### src/rtl/multicycle_sequencer.sv
// multicycle_sequencer: five-phase RV32 control FSM with memory handshakes, illegal/timeout trap and retire counter
module multicycle_sequencer #(
  parameter int MEM_TIMEOUT = 15,
  parameter int CNT_W = 32
) (
  input  logic             clk,
  input  logic             rst,
  input  logic [7:0]       ctrl_word,
  input  logic             branch_cond,
  input  logic             imem_ready,
  input  logic             dmem_ready,
  output logic             imem_req,
  output logic             ir_we,
  output logic             dmem_req,
  output logic             dmem_we,
  output logic             rf_we,
  output logic [1:0]       wb_sel,
  output logic             pc_we,
  output logic             pc_sel,
  output logic             trap,
  output logic [2:0]       state,
  output logic [CNT_W-1:0] instret
);
  localparam logic [2:0] FETCH = 3'b000;
  localparam logic [2:0] DECODE = 3'b001;
  localparam logic [2:0] EXEC = 3'b010;
  localparam logic [2:0] MEM = 3'b011;
  localparam logic [2:0] WB = 3'b100;
  localparam logic [2:0] TRAP = 3'b111;
  localparam int TW = MEM_TIMEOUT > 1 ? $clog2(MEM_TIMEOUT) : 1;
  logic [2:0] st, nxt;
  logic [7:0] ctrl_q;
  logic [TW-1:0] tcnt;
  logic [CNT_W-1:0] cnt;
  logic busy, rdy, tout, br;
  logic unused_ok;
  assign unused_ok = ^{ctrl_q[2], ctrl_q[0]};
  always_comb begin
    busy = st == FETCH || st == MEM;
    rdy = st == FETCH ? imem_ready : dmem_ready;
    // the wait that would be the (MEM_TIMEOUT+1)-th is never granted
    tout = MEM_TIMEOUT != 0 && busy && !rdy && tcnt == TW'(MEM_TIMEOUT - 1);
    nxt = TRAP;
    case (st)
      FETCH:   nxt = tout ? TRAP : imem_ready ? DECODE : FETCH;
      DECODE:  nxt = ctrl_word == 8'h00 ? TRAP : EXEC;
      EXEC:    nxt = ctrl_q[5:4] == 2'b01 ? FETCH : ctrl_q[5:4] == 2'b11 ? WB :
                     (ctrl_q[7] || ctrl_q[3]) ? MEM : WB;
      MEM:     nxt = tout ? TRAP : !dmem_ready ? MEM : ctrl_q[7] ? WB : FETCH;
      WB:      nxt = FETCH;
      default: nxt = TRAP;
    endcase
  end
  always_comb begin
    imem_req = !rst && st == FETCH;
    ir_we = imem_req && imem_ready;
    dmem_req = !rst && st == MEM;
    dmem_we = dmem_req && ctrl_q[3];
    rf_we = !rst && st == WB && ctrl_q[1];
    wb_sel = (!rst && st == WB) ? ctrl_q[7:6] : 2'b00;
    br = !rst && st == EXEC && ctrl_q[5:4] == 2'b01;
    pc_we = br || (dmem_req && dmem_ready && !ctrl_q[7]) || (!rst && st == WB);
    pc_sel = br && branch_cond;
    trap = !rst && st == TRAP;
    state = rst ? FETCH : st;
    instret = rst ? '0 : cnt;
  end
  always_ff @(posedge clk) begin
    if (rst) begin
      st <= FETCH;
      ctrl_q <= 8'h00;
      cnt <= '0;
      tcnt <= '0;
    end else begin
      st <= nxt;
      if (st == DECODE) ctrl_q <= ctrl_word;
      cnt <= cnt + CNT_W'(pc_we);
      tcnt <= (busy && !rdy) ? tcnt + TW'(1) : '0;
    end
  end
endmodule

### config.mk
export PLATFORM = sky130hd
export DESIGN_NAME = multicycle_sequencer
export DESIGN_NICKNAME = d
export VERILOG_FILES = /design/src/rtl/multicycle_sequencer.sv
export SDC_FILE = /design/constraint.sdc
export NUM_CORES = 1
export LEC_CHECK = 0
export CORE_MARGIN = 2
export CORE_UTILIZATION = 35
export CTS_CLUSTER_DIAMETER = 50
export CTS_CLUSTER_SIZE = 40
export DETAILED_ROUTE_END_ITERATION = 8
export PLACE_DENSITY_LB_ADDON = 0.05
export REMOVE_ABC_BUFFERS = 1
export SLEW_MARGIN = 0
export SYNTH_ARGS = -nofsm -noshare
export SYNTH_HDL_FRONTEND = slang
export SYNTH_SLANG_ARGS = --single-unit
### constraint.sdc
create_clock -name clk -period 6.6 [get_ports clk]
set_input_delay 1.65 -clock clk [delete_from_list [all_inputs] [get_ports clk]]
set_output_delay 1.65 -clock clk [all_outputs]
set_load 0.005 [all_outputs]
==> results of run 1 <==
-- Yosys cell counts, drive strengths merged --
cell type / instances / area [um2]
and2: 4 / 25.0
o21ai: 7 / 35.0
a22oi: 1 / 7.51
mux2: 9 / 101
nand4b: 1 / 8.76
xor2: 11 / 96.3
a221oi: 1 / 8.76
nand4: 8 / 65.1
or4: 4 / 30.0
nor3b: 1 / 7.51
inv: 7 / 26.3
nand2b: 1 / 6.26
buf: 8 / 42.5
nor2: 43 / 161
ha: 4 / 50.1
nand3b: 1 / 7.51
nand3: 12 / 65.1
and4b: 1 / 10.0
or3: 5 / 31.3
xnor2: 4 / 35.0
mux2i: 5 / 50.1
and3: 6 / 37.5
o21bai: 1 / 7.51
o31ai: 5 / 37.5
a21oi: 11 / 55.1
nor3: 10 / 50.1
dfxtp: 45 / 901
nor4: 4 / 25.0
nand2: 11 / 43.8
a31oi: 4 / 25.0
and4: 6 / 55.1
nor2b: 34 / 213
clkbuf: 8 / 30.0
-- sequential cells by signal, summed over array words and instances, names as in the netlist --
signal  cells
st          3
ctrl_q      6
tcnt        4
cnt        32
-- power groups by stage --
| stage | sequential [uW] | clock, uW | combinational [uW] |
|---|---|---|---|
| after floorplan | 287 | 0 | 18.7 |
| after global placement | 289 | 0 | 42.2 |
| after detailed placement | 289 | 0 | 42.6 |
| after CTS | 283 | 196 | 42.7 |
| after global routing | 284 | 207 | 46.5 |
| final | 283 | 190 | 41.7 |
-- cell families after synthesis --
kind of cell	Yosys count
AND/OR/NAND/NOR	152
flip-flops	45
AO/OA/AOI/OAI	30
buffers and inverters	23
XOR/XNOR	15
multiplexers	14
adder cells (fa/ha/maj)	4
-- layer usage --
| metal | wire length [um] | vias up |
|---|---|---|
| li1 | - | 1080 |
| met1 | 2580 | 946 |
| met2 | 2290 | 30 |
| met3 | 147 | 7 |
| met4 | 57 | 0 |
| met5 | 0 | - |
-- metrics by stage --
step	cell area [um2]	util, %	setup WS, ns	hold WS [ns]	instances
after global routing	3060	47.6	1.53	0.500	411
after floorplan	2280	-	2.80	0.430	267
final	3060	47.6	1.71	0.469	411
after global placement	2960	46.0	1.64	0.453	403
after detailed placement	2960	46.0	1.67	0.458	403
after CTS	3060	47.6	1.66	0.479	411
-- worst max-delay path, stage by stage --
cell             delay (ns)
buf_2                  0.49
nor2_1                 0.11
and4b_1                0.23
a31oi_1                0.14
o31ai_1                0.12
clkdlybuf4s50_1        0.47
-- layout make-up --
cell class	instances	area, um2	share of cell area (%)
clock buffer	7	96.3	3.15
timing repair buffer	59	581	19.0
sequential	45	901	29.5
tap	77	96.3	3.15
multi-input combinational	215	1350	44.2
clock inverter	1	5.00	0.164
inverter	7	26.3	0.860
-- worst max-delay path by stage --
stage / depth (start not counted) / start / end
floorplan: 3 / rst / pc_we
global placement: 6 / rst / pc_we
detailed placement: 6 / rst / pc_we
CTS: 6 / rst / pc_we
global route: 6 / rst / pc_we
finish: 6 / rst / pc_we
==> metrics.md, run 1 <==
| Metric | Value |
|---|---|
| Sequential-to-total area share from yosys stat | 38.3% |
| Hold_buf cts | 0 |
| Setup Crit Path Kind | input pin to output port |
| Via density | 5.02 |
| Clk Latency, worst-skew pair | 0.30 ns |
| Longest Clk Path Bufs | 2 |
| WL/cell | between 10 and 15 um |
| Compound-Gate Fraction of Synth Area | roughly 7.5% |
| R2R Setup Slk | roughly 3.5 ns |
| Share of cells above drive strength 1 | ~7.2% |
| Buffers on Ports | 57 |
| Adder-Cell Fraction of Synth Area | under 10% |
| Ant diodes | 0 |
| Worst Hold Endpoint | tcnt[0] |
| RSZ-0062 raised after global routing | false |
| XOR/XNOR share of the synthesized area | under 10% |
| Largest family of logic cells by synthesized area | simple AND/OR/NAND/NOR gates |
| Most common cell after layout, fill and taps aside | clkdlybuf4s50_1 |
| Max-Slew Margin vs Limit | 58.5% |
| Top Usage Layer GRT | met2 |
| Final period utilization | about three quarters |
| Max FO, Critical Path | 36 |
| Total global-route track usage | between 10% and 20% |
| Synthesized area | between 0.002 and 0.0025 mm2 |
| Pleak | about 0.0011 uW |
| Core area | roughly 0.0064 mm2 |
| CTS tree | built |
| Slew of the pin with the lowest slew margin | 0.622 ns |
| Total Wirelength | between 5 and 6 mm |
| Clock Sinks | 45 |
| DRC | 0 |
| Critical path endpoint category | output port |
| Final TNS setup | 0 ns |
| Worst Path Arrival | 3.24 ns |
| Clock skew | approximately 0.0082 ns |
| Mux cell area share after synthesis | under 10% |
| #FFs+latches synth | 45 |
| Fmax | approximately 200 MHz |
| Comb power frac | about 8% |
| GRT overflow | 0 |
| CP required | ~5.0 ns |
| Synth Area in Simple Gates | approximately 36% |
| Max Cap Viol | 0 |
| Final Hold Viols | 0 |
| Ys Warns | 0 |
| Status | complete, no violations |
| Gates resized, CTS repair | 0 |
| Clock power share | ~37% |
| Routed vias | between 2,000 and 2,500 |
| Die height | 86.0 um |
| Clock slew at reported path FFs | 0.09 ns |
| Mean Syn Cell Area | ~8.3 um2 |
| Register share of total power | a little over half |
| Setup violators final | 0 |
| Internal Power | about 390 uW |
| Max Slew Vio Count | 0 |
| Hold/Removal Path Class | flop to flop |
| Design Power | 515 uW |
| Postcts setup bufs | 0 |
| Initial antenna violation count | 0 |
| Largest net degree at the start of global routing | 45 |
| H-tree depth | 2 |
| Fill cell count | 668 |
| RD Place Congestion | 0.729 |
| Worst R2R End | cnt[20] |
| Worst vdd ir | about 0.00010 V |
| First-pass GRT wire length | slightly above 8 mm |
| Startpoint Class | input pin |
| Most frequent cells in the layout | clkdlybuf4s50_1, dfxtp_1, nor2_1 |
| DRT iter0 DRCs | 46 |
| Row cnt | 29 |
| Met1 GRT Util | 18.2% |
| Switching pwr | between 100 and 150 uW |
| Initial Utilization | 36.6% |
| Layout net count | 350 |
| Synthesized instance count | 283 |
| Hold Path Depth | 1 |
| Drt first pass iters | 4 |
| Vias in the first global route | between 1,500 and 2,000 |
| Switching share of power | between 20% and 30% |
| Root buffer cell | clkbuf_8 |
| PwrDens | between 150 and 200 mW/mm2 |
| Met2 global-route usage | around 22% |
| Period minus WS final | 4.89 ns |
| Inserted Clock Buffers | 5 |
| Netlist cell types | 39 |
| Die area | around 0.0074 mm2 |
| HP Start | tcnt[0] |
| Worst r2r path cells | 10 |
| Reg2reg start | st[0] |
| Synthesis-to-finish area growth | 30.0% |
| Die W | 86.0 um |
| Num ports | 58 |
| DP HPWL | 3.72 mm |
| Antenna viol nets, final | 0 |
| Grt met3 use | approximately 2.6% |
Note: power is estimated with default switching activity, not from simulation.
==> run 2: changes to the inputs <==
Clock period 6.6 ns to 5 ns, I/O delays scaled along.
==> metrics.md, run 2 (synthesized netlist as in run 1, its figures left out) <==
| Metric | Value |
|---|---|
| Worst R2R End | cnt[20] |
| Total Wirelength | 5.11 mm (+0.69%) |
| H-tree depth | 2 (unchanged) |
| Core area | 0.00642 mm2 (unchanged) |
| Ant diodes | 0 (unchanged) |
| Final Hold Viols | 0 (unchanged) |
| Pleak | 0.00110 uW (+0.83%) |
| Max Cap Viol | 0 (unchanged) |
| R2R Setup Slk | 1.97 ns (-1.57 ns) |
| Crit. Startpoint | rst |
| Clk Latency, worst-skew pair | 0.30 ns (about the same) |
| Max FO, Critical Path | 28 (-22%) |
| Most frequent cells in the layout | clkdlybuf4s50_1, dfxtp_1, nor2_1 |
| Internal Power | 556 uW (+42%) |
| Largest registers | cnt (32), ctrl_q (6), tcnt (4) |
| Clock slew at reported path FFs | 0.08 ns (about the same) |
| Longest Clk Path Bufs | 2 (unchanged) |
| Buffers on Ports | 57 (unchanged) |
| Hold/Removal Path Class | flop to flop |
| Worst setup endpoint | pc_we |
| DRC | 0 (unchanged) |
| Design Power | 715 uW (+39%) |
| Clock skew | 0.0106 ns (+0.00240 ns) |
| Max Slew Vio Count | 0 (unchanged) |
| Routed vias | 2,089 (+1.3%) |
| Switching pwr | 159 uW (+30%) |
| Drt first pass iters | 4 (unchanged) |
| Startpoint Class | input pin |
| CP max stage cell | clkdlybuf4s50_1 |
| WL/cell | 12.4 um (+0.45%) |
| Postcts setup bufs | 0 (unchanged) |
| Clock power share | 39.9% (+2.9 points) |
| Setup violators final | 0 (unchanged) |
| Cell family with the largest share of critical-path delay | buffers and inverters |
| GRT overflow | 0 (unchanged) |
| Seq. cell area | 901 um2 (unchanged) |
| Worst Path Arrival | 2.73 ns (-0.51 ns) |
| Antenna viol nets, final | 0 (unchanged) |
| Final TNS setup | 0 ns (unchanged) |
| Clock Sinks | 45 (unchanged) |
| Total global-route track usage | 14.6% (+0.94 points) |
| Hold_buf cts | 0 (unchanged) |
| Synthesis-to-finish area growth | 31.0% |
| RSZ-0062 raised after global routing | false |
| Worst vdd ir | 0.000162 V (+62%) |
| Hold Path Depth | 1 (unchanged) |
| Comb power frac | 7.9% (-0.2 points) |
| Num ports | 58 (unchanged) |
| Gates resized, CTS repair | 0 (unchanged) |
| Die height | 86.0 um (unchanged) |
| Largest net degree at the start of global routing | 43 (-4.4%) |
| Share of cells above drive strength 1 | 7.16% (-0.021 points) |
| Layout net count | 351 (+0.29%) |
| Max layer used | met4 |
| Slew of the pin with the lowest slew margin | 0.502 ns (-0.120 ns) |
| Period minus WS final | 3.98 ns |
| Most common cell after layout, fill and taps aside | clkdlybuf4s50_1 |
| Initial antenna violation count | 0 (unchanged) |
| Die W | 86.0 um (unchanged) |
| CP max stage delay | 0.47 ns (-0.02 ns) |
| Max-Slew Margin vs Limit | 66.5% (+8.0 points) |
| Final Util | 47.9% (+0.35 points) |
| Fmax | ~250 MHz |
| DP HPWL | 3.78 mm (+1.8%) |
| PwrDens | 232 mW/mm2 (+38%) |
| Largest register FFs | 32 (unchanged) |
| Die area | 0.00739 mm2 (unchanged) |
| Critical path endpoint category | output port |
| CP required | 3.75 ns (-1.20 ns) |
| Switching share of power | 22.2% (-1.6 points) |
| Initial Utilization | 36.6% (unchanged) |
| Vias in the first global route | 1,893 (+4.6%) |
| Status | complete, no violations |
| Crit path depth | 6 (unchanged) |
| RD Place Congestion | 0.771 (+5.8%) |
| Met3 routed WL | 183 um (+24%) |
| Row cnt | 29 (unchanged) |
| Inserted Clock Buffers | 5 (unchanged) |
| Critical-path cell list | buf_2, nor2_1, and4b_1, a31oi_1, o31ai_1, clkdlybuf4s50_1 |
| Reg2reg start | st[0] |
| Largest register by flop count | cnt |
| Multi-input gate area | 0.00135 mm2 (unchanged) |
| DRT iter0 DRCs | 68 (+48%) |
| Setup Crit Path Kind | input pin to output port |
| First-pass GRT wire length | 8.65 mm (+4.7%) |
| CP bufs+invs | 2 (unchanged) |
| M1 WL | 2.52 mm (-2.1%) |
| Via density | 5.07 (+1.0%) |
| DR WL met2 | 2.35 mm (+2.5%) |
| Worst r2r path cells | 10 (unchanged) |
| CTS tree | built |
| Register share of total power | 52.2% (-2.7 points) |
| Fill cell count | 666 (-0.30%) |
| Final period utilization | around four fifths |
| Root buffer cell | clkbuf_8 |
## run 2: worst reg2reg max path, cell delays in order, from the launching register on
cell and delay (ns):
dfxtp_1 0.54, nand2_1 0.16, nor3_1 0.30, a31oi_1 0.15
o31ai_1 0.11, ha_1 0.25, ha_1 0.18, and3_1 0.33
nand4_1 0.28, nor4_1 0.27, mux2_2 0.36
## run 2: metrics by stage
stage	instance area (um2)	std cells	hold slack, ns	worst slack (ns)
floorplan	2280	267	0.430	1.68
global placement	2960	404	0.451	0.992
detailed placement	2960	404	0.459	1.00
CTS	3080	412	0.479	1.00
global route	3080	412	0.518	0.873
finish	3080	412	0.468	1.02
## run 2: worst min path at each step
stage,slack [ns],endpoint,startpoint
5_1_grt,0.52,tcnt[0],tcnt[0]
6_report,0.47,tcnt[0],tcnt[0]
2_1_floorplan,0.43,tcnt[0],tcnt[0]
3_5_place_dp,0.46,tcnt[0],tcnt[0]
4_1_cts,0.48,tcnt[0],tcnt[0]
3_3_place_gp,0.45,tcnt[0],tcnt[0]
## run 2: final cells by class
class	instances	share of cell area, %
clock buffers	7	2.80
clock inverters	1	0.975
inverters	7	0.853
multi-input cells	215	43.9
flip-flops and latches	45	29.3
well taps	77	3.13
repair buffers	60	19.1
## run 2: per-layer routing
layer,global-route usage (%),vias up
met4,4.76,0
met3,3.37,5
met2,23.5,43
met5,0,-
met1,19.2,960
li1,-,1081
## run 2: power by group through the flow
stage | logic (uW) | clock network [uW] | registers [uW]
after floorplan | 24.7 | 0 | 379
after global placement | 56.7 | 0 | 382
after detailed placement | 57.0 | 0 | 382
after CTS | 57.1 | 296 | 373
after global routing | 62.7 | 311 | 375
final | 56.2 | 285 | 373
==> RTL edit: new RTL, settings of run 2 <==
The parameter `MEM_TIMEOUT` goes from 15 to 17.
--- a/src/rtl/multicycle_sequencer.sv
+++ b/src/rtl/multicycle_sequencer.sv
@@ -1,5 +1,5 @@
 // multicycle_sequencer: five-phase RV32 control FSM with memory handshakes, illegal/timeout trap and retire counter
 module multicycle_sequencer #(
-  parameter int MEM_TIMEOUT = 15,
+  parameter int MEM_TIMEOUT = 17,
   parameter int CNT_W = 32
 ) (
Function: no difference found for any inputs over 10 cycles, from zero or initial values and one cycle with rst high; that may be too few to reach the edited logic, so the function may still have changed.
==> RTL edit against run 2 <==
Wire length increased by 8.5%; area after synthesis is 6.0% higher; sequential power grew 5.6%; sequential cell count grew 1; clock skew up 0.0027 ns; non-clock buffer count is 1 lower; die area up 5.7%; worst setup slack lost 0.015 ns; register-to-register slack lost 0.15 ns; hold slack worse by 0.0039 ns; power decreased by 0.61%; utilization down 1.2 points; cell area up 3.7%; largest cell class unchanged.
==> RTL edit: results (changes against run 2) <==
Run status
  – Status: complete, no violations (unchanged)

Global routing
  – Maximum number of pins on one net before global-route repair: 42 (was 43)
  – Total GRT Usage: 14.9% (was 14.6%)

Place
  – DP HPWL: 3.84 mm (was 3.78 mm)
  – Placed Area: 3100 um^2 (was 2960 um^2)
  – Gp weighted congestion: 0.748 (was 0.771)
  – Pre-CTS setup slack: 0.876 ns (was 1.00 ns)
  – Number of placed cells counting well taps: 438 (was 404)

Critical path
  – Critical R2R Launch: st[1] (was st[0])
  – Arr. time, crit path: 2.75 ns (was 2.73 ns)

Synth
  – Synth top area cells: dfxtp_1 (37%), nor2b_1 (8.8%), nor2_1 (4.7%), a21oi_1 (4.2%), xor2_1 (3.2%) (was dfxtp_1 (38%), nor2b_1 (9.0%), nor2_1 (6.9%), mux2_2 (4.3%), xor2_1 (4.1%))
  – Mapped Cells: 301 (was 283)
  – Post-synthesis sequential area ratio: 37.0% (was 38.3%)

Power
  – Psw: 0.000184 W (was 0.000159 W)
  – Power, Total: 0.000711 W (was 0.000715 W)
  – Comb power frac: 10.9% (was 7.9%)
  – Leakage Power: 1.10 nW (about the same)
  – Max VDD drop: 117 uV (was 162 uV)

Routing
  – DR vias: 2212 (was 2089)
  – Iter 0 DRT Violations: 73 (was 68)
  – DR WL/cell: 12.4 um (about the same)

Finish
  – Regs by FF count: cnt: 32 flops, ctrl_q: 6 flops, tcnt: 5 flops (was cnt: 32 flops, ctrl_q: 6 flops, tcnt: 4 flops)
  – Share of post-route cells with drive strength above 1: 6.57% (was 7.16%)
  – Final Net Count: 366 (was 351)
  – Fill count: 709 (was 666)

Timing
  – Relative slew slack: 54.6% (was 66.5%)
-- RTL edit: changes by cell type in the layout (fill, tap and decap cells not counted), moves of 3 or more --
cell     delta
o31ai_1     +4
o21ai_0     +5
or4_1       +5
nor3_1      -5
mux2_2      -3
nand2_1     +9
a21oi_1    +10
nor4_1      +3
a31oi_1     -3
nor2_1     -12
-- RTL edit: metal layers --
layer,vias up,wire length (um)
met4,0,74
met1,1005,2670
li1,1153,-
met2,47,2540
met5,-,0
met3,7,261
-- RTL edit: kinds of logic after synthesis --
family / synth area share (%)
buffers and inverters: 4.87
multiplexers: 4.37
XOR/XNOR: 4.57
AND/OR/NAND/NOR: 34.9
flip-flops: 37.0
adder cells (fa/ha/maj): 2.01
AO/OA/AOI/OAI: 12.4
-- RTL edit: worst max path at each step --
| stage | slack [ns] | cells past startpoint | end |
|---|---|---|---|
| floorplan | 1.79 | 10 | cnt[26] |
| global placement | 0.96 | 11 | cnt[30] |
| detailed placement | 0.88 | 10 | cnt[27] |
| CTS | 0.97 | 6 | pc_we |
| global route | 0.88 | 6 | pc_we |
| finish | 1.00 | 6 | pc_we |
-- RTL edit: critical path, stage by stage --
cell and delay [ns]:
clkdlybuf4s50_1 0.54, nand2_1 0.07, nor3_1 0.16, a21oi_1 0.07, nor2_1 0.13, clkdlybuf4s50_1 0.53
-- RTL edit: area by class of cell --
cell class,instances,area [um^2],area share [%]
Multi-Input combinational cell,229,1450,45.4
Sequential cell,46,921,28.9
Timing Repair Buffer,59,581,18.2
Tap cell,96,120,3.76
Clock buffer,7,86.3,2.70
Inverter,8,30.0,0.941
Clock inverter,1,5.00,0.157
